File: src/rtl/alu_issue_stage.sv
// Command issue stage for a 32-bit combinational ALU: buffers commands, issues one at a time,
// captures the result and flags, and keeps an accumulator so commands can be chained.
module alu_issue_stage #(
    parameter int DEPTH = 4,
    parameter int CNT_W = 16
) (
    input  logic             clk,
    input  logic             rst,
    input  logic             in_valid,
    output logic             in_ready,
    input  logic [2:0]       in_opcode,
    input  logic [31:0]      in_a,
    input  logic [31:0]      in_b,
    input  logic             in_use_acc,
    output logic             alu_enable,
    output logic [31:0]      alu_a,
    output logic [31:0]      alu_b,
    output logic [2:0]       alu_opcode,
    input  logic [32:0]      alu_res,
    input  logic             alu_zf,
    input  logic             alu_cf,
    output logic             out_valid,
    input  logic             out_ready,
    output logic [32:0]      out_res,
    output logic             out_zf,
    output logic             out_cf,
    output logic             busy,
    output logic [CNT_W-1:0] cmd_count
);

    localparam int DATA_W = 32;
    localparam int AW     = (DEPTH > 1) ? $clog2(DEPTH) : 1;

    typedef struct packed {
        logic [2:0]        op;
        logic [DATA_W-1:0] a;
        logic [DATA_W-1:0] b;
        logic              use_acc;
    } cmd_t;

    typedef enum logic [1:0] {IDLE, EXEC, DONE} state_t;

    cmd_t              mem [DEPTH];
    cmd_t              head;
    logic [AW-1:0]     wr_ptr;
    logic [AW-1:0]     rd_ptr;
    logic [AW:0]       count;
    logic [DATA_W-1:0] acc;
    state_t            state;
    state_t            state_nxt;
    logic              push;
    logic              pop;
    logic              capture;
    logic              retire;

    assign in_ready = !rst && (count < (AW+1)'(DEPTH));
    assign push     = in_valid && in_ready;
    assign head     = mem[rd_ptr];
    assign busy     = (state != IDLE) || (count != '0);

    // Storage carries no reset: the flushed pointers make stale entries unreachable.
    always_ff @(posedge clk) begin
        if (push) begin
            mem[wr_ptr] <= '{op: in_opcode, a: in_a, b: in_b, use_acc: in_use_acc};
        end
    end

    always_comb begin
        state_nxt = state;
        pop       = 1'b0;
        capture   = 1'b0;
        retire    = 1'b0;
        case (state)
            IDLE: begin
                if (count != '0) begin
                    pop       = 1'b1;
                    state_nxt = EXEC;
                end
            end
            EXEC: begin
                capture   = 1'b1;
                state_nxt = DONE;
            end
            DONE: begin
                if (out_ready) begin
                    retire    = 1'b1;
                    state_nxt = IDLE;
                end
            end
            default: state_nxt = IDLE;
        endcase
    end

    always_ff @(posedge clk) begin
        if (rst) begin
            wr_ptr     <= '0;
            rd_ptr     <= '0;
            count      <= '0;
            state      <= IDLE;
            acc        <= '0;
            cmd_count  <= '0;
            alu_enable <= 1'b0;
            alu_a      <= '0;
            alu_b      <= '0;
            alu_opcode <= '0;
            out_valid  <= 1'b0;
            out_res    <= '0;
            out_zf     <= 1'b0;
            out_cf     <= 1'b0;
        end else begin
            state  <= state_nxt;
            wr_ptr <= wr_ptr + AW'(push);
            rd_ptr <= rd_ptr + AW'(pop);
            count  <= count + (AW+1)'(push) - (AW+1)'(pop);

            // Issue: accumulator is resolved here, not when the command was queued.
            if (pop) begin
                alu_enable <= 1'b1;
                alu_opcode <= head.op;
                alu_b      <= head.b;
                alu_a      <= head.use_acc ? acc : head.a;
            end else if (state == IDLE) begin
                alu_enable <= 1'b0;
            end

            // Capture: the ALU has settled on the registered operands.
            if (capture) begin
                out_res    <= alu_res;
                out_zf     <= alu_zf;
                out_cf     <= alu_cf;
                out_valid  <= 1'b1;
                acc        <= alu_res[DATA_W-1:0];
                alu_enable <= 1'b0;
            end

            // Retire on the downstream handshake.
            if (retire) begin
                out_valid <= 1'b0;
                cmd_count <= cmd_count + CNT_W'(1);
            end
        end
    end

endmodule

File: config.mk
export PLATFORM = sky130hd
export DESIGN_NAME = alu_issue_stage
export DESIGN_NICKNAME = d
export VERILOG_FILES = /design/src/rtl/alu_issue_stage.sv
export SDC_FILE = /design/constraint.sdc
export NUM_CORES = 1
export LEC_CHECK = 0
export BUFFER_PORTS_ARGS = -buffer_cell sky130_fd_sc_hd__buf_2
export CAP_MARGIN = 20
export CORE_ASPECT_RATIO = 1.1
export CORE_MARGIN = 3
export CORE_UTILIZATION = 51
export CTS_CLUSTER_DIAMETER = 150
export DETAILED_ROUTE_END_ITERATION = 7
export PLACE_DENSITY = 0.76
export SKIP_LAST_GASP = 1
export SLEW_MARGIN = 0
export SYNTH_ARGS = -nofsm -noshare
export SYNTH_HDL_FRONTEND = slang
export SYNTH_SLANG_ARGS = --single-unit
File: constraint.sdc
create_clock -name clk -period 6.55 [get_ports clk]
set_input_delay 1.31 -clock clk [delete_from_list [all_inputs] [get_ports clk]]
set_output_delay 1.31 -clock clk [all_outputs]
set_load 0.02 [all_outputs]
==> summary.txt <==
Worst hold path
  • Min-delay worst type: flip-flop to flip-flop
  • Hold path cells: 2

Timing
  • Min cycle time layout: 3554 ps
  • Fin. Hold Viols: 0
  • Unrepaired setup endpoints after global routing: no
  • Hold WS: 451.0 ps
  • Worst Slack Setup Final: 2996 ps
  • Max Clk Rate: 0.2814 GHz
  • Final period utilization: 54.26%
  • Rel. slew slack: 29.69%
  • Pins Over Slew Limit: 0
  • Fin Clk Skew: 22.75 ps
  • Slew at the pin closest to its max-slew limit: 1055 ps
  • Final setup TNS: 0 ps
  • Setup violators final: 0

Cells and area
  • Post-layout instance count excluding filler cells: 1,556
  • Cell area after layout: 17,500 um2
  • Layout area overhead: 18.64%
  • Final core occ: 62.25%
  • Nets: 1,272
  • Layout cells sized above 1: 31.88%

Placed design
  • HPWL Detailed: 18,360 um
  • Number of port buffers: 228
  • Dpl cell area: 16,230 um2
  • Placer Congestion: 0.7735
  • Placed cell count: 1,482
  • Pre-CTS setup slack: 2750 ps

CTS
  • Post-CTS Repair Setup Buffers: 0
  • Root buffer cell: clkbuf_16
  • Clock sinks: 401
  • Max H-tree Level: 2
  • CTS buffer count: 40
  • Post-CTS Hold Fix Bufs: 0
  • Clk Latency, worst-skew pair: 520 ps
  • Clock buffer depth: 3
  • CTS tree: yes
  • Clock slew at reported path FFs: 60 ps
  • Resized cells post-CTS: 0

Critical path
  • CP arrival: 2240 ps
  • Crit path capture type: primary output
  • Max incr delay on CP: 580 ps
  • Critical path cell sequence: buf_4 -> nor2_1 -> buf_2
  • CP Max Fanout: 70
  • Kind of cell adding the most delay to the critical path: buffers and inverters
  • R2R depth: 4
  • Crit Path Class: primary input to primary output
  • Worst path required time: 5240 ps
  • Slowest CP cell: buf_4
  • Crit. path cell count: 3
  • Crit path buf inv count: 2
  • Critical Path Start Type: primary input

Power and ir drop
  • Power after layout: 7.226 mW
  • Cell-internal power: 4.974 mW
  • Gate power share: 25.7%
  • P per Cell Area: 413.0 nW/um2
  • Pleak: 6.375 nW
  • Max VDD drop: 0.3362 mV
  • Sequential power share: 44.4%
  • Share of power burned in the clock network: 29.9%
  • Sw Share: 31.16%
  • Psw: 2.252 mW

Synthesis
  • Multiplexer share of the synthesized area: 12.56%
  • Most used DFF post-synth: edfxtp_1
  • Sequential share of the synthesized area: 72.90%
  • EDFF count, synth: 272
  • Post-Syn Instances: 939
  • Largest area contributor in the netlist: edfxtp_1
  • Post-synthesis cell area: 14,750 um2
  • Commonest cells post-synth: edfxtp_1 (272), nand2_1 (154), dfxtp_1 (129), a21oi_1 (78), mux4_2 (68)
  • Compound-Gate Fraction of Synth Area: 4.548%
  • Adder-cell share of the synthesized area: 0.3903%
  • Average size of a mapped cell: 15.70 um2
  • Main combinational cell family by area after synthesis: multiplexers
  • Async set or reset register ratio after synthesis: 0%
  • Synth warnings: 0
  • Seq cells post-synth: 401
  • Xor/xnor share of the synthesized area: 0.8909%
  • Largest cells by area after synthesis: edfxtp_1 (55%), dfxtp_1 (18%), mux4_2 (10%)
  • Top-count cell post-synth: edfxtp_1
  • Post-synth cell types: 36
  • Post-Synth Simple-Gate Area: 6.898%
  • Mapped Nets: 1,050
  • Post-synth top area share: 55.39%

Detailed routing
  • Final WL: 30,250 um
  • Vias post-DR: 8,467
  • Initial DRC count: 712
  • Routed length on met2: 14,840 um
  • DR pass1 iterations: 5
  • M1 wire length: 13,040 um
  • Met3 wire length: 1880 um
  • Via/cell ratio: 5.442
  • Final routed DRC violation total: 0
  • Detail Route Antenna Nets: 0
  • WL per Instance: 19.44 um
  • Highest metal used: met5

Floorplanning
  • I/O pin count: 229
  • Cell Rows: 64
  • Die area: 30,990 um2
  • Die width: 168.1 um
  • Die Y: 184.3 um
  • Initial Util: 52.47%
  • Core footprint: 28,110 um2

GRT
  • Vias in the first global route: 8,704
  • GRT Overall Usage: 19.44%
  • Largest net degree at the start of global routing: 79
  • Antenna violations before repair: 5
  • First-pass GRT wire length: 47,550 um
  • Grt ovf: 0

Status
  • Status: finished clean

Flow run
  • Max-cap viol count: 0
## worst min-delay path, stage by stage, from the launching register on
cell and delay [ps]:
dfxtp_1 300, nand2_1 50, a21oi_1 50
## layout make-up
| class | count | area [um2] |
|---|---|---|
| antenna | 1 | 2.502 |
| clock buffer | 57 | 1135 |
| clock inverter | 16 | 131.4 |
| fill | 2096 | 10610 |
| inverter | 3 | 11.26 |
| multi-input combinational | 476 | 3777 |
| sequential | 401 | 10760 |
| tap | 363 | 454.2 |
| timing repair buffer | 239 | 1226 |
## cells by family after synthesis
group | Yosys count
compound gates | 116
xor+xnor | 15
fa+ha+maj | 4
buf+inv | 62
flops | 401
mux | 100
simple gates | 241
## routing by layer
metal	vias to the layer above	GRT usage, %
met2	230	32.61
met5	-	0
met1	4209	26.66
met3	43	4.054
met4	8	4.452
li1	3977	-
## state kept, by name, indices dropped and copies added (netlist names)
signal and count:
alu_a 32, alu_b 32, alu_enable 1, alu_opcode 3
cmd_count 16, count 3, mem 272, out_cf 1
out_res 33, out_valid 1, out_zf 1, rd_ptr 2
state 2, wr_ptr 2
## path summary, 6_finish.rpt
check,from,to,slack [ps]
hold / removal,out_cf,out_cf,450
hold reg to reg,out_cf,out_cf,450
setup reg to reg,rd_ptr[0],alu_a[0],3980
setup / recovery,rst,in_ready,3000
## power groups by stage
stage / clock network (mW) / logic, mW / registers, mW
after global placement: 0 / 1.84 / 3.26
after floorplan: 0 / 1.14 / 3.42
after global routing: 2.32 / 2.03 / 3.25
after CTS: 2.21 / 1.89 / 3.22
final: 2.16 / 1.86 / 3.21
after detailed placement: 0 / 1.88 / 3.27
## placed cells by master, fill, tap and decap left out, types with 2 or more instances in the layout
cell,instances
mux2i_1,32
xor2_1,7
a211oi_1,32
o31ai_1,4
xnor2_1,8
nor3b_4,2
nor2_1,50
o21ai_0,2
dfxtp_4,2
and4_1,2
mux4_2,68
clkbuf_16,40
clkbuf_1,10
nor3_1,3
or3_1,2
clkbuf_8,7
buf_4,12
a21oi_1,78
edfxtp_1,272
ha_1,3
clkinvlp_4,2
nor2b_1,3
buf_2,227
nand3_1,5
inv_1,3
or4_1,4
clkinv_2,8
nand2_1,153
nand4_1,5
dfxtp_1,127
Power figures use the tool's default switching activity.
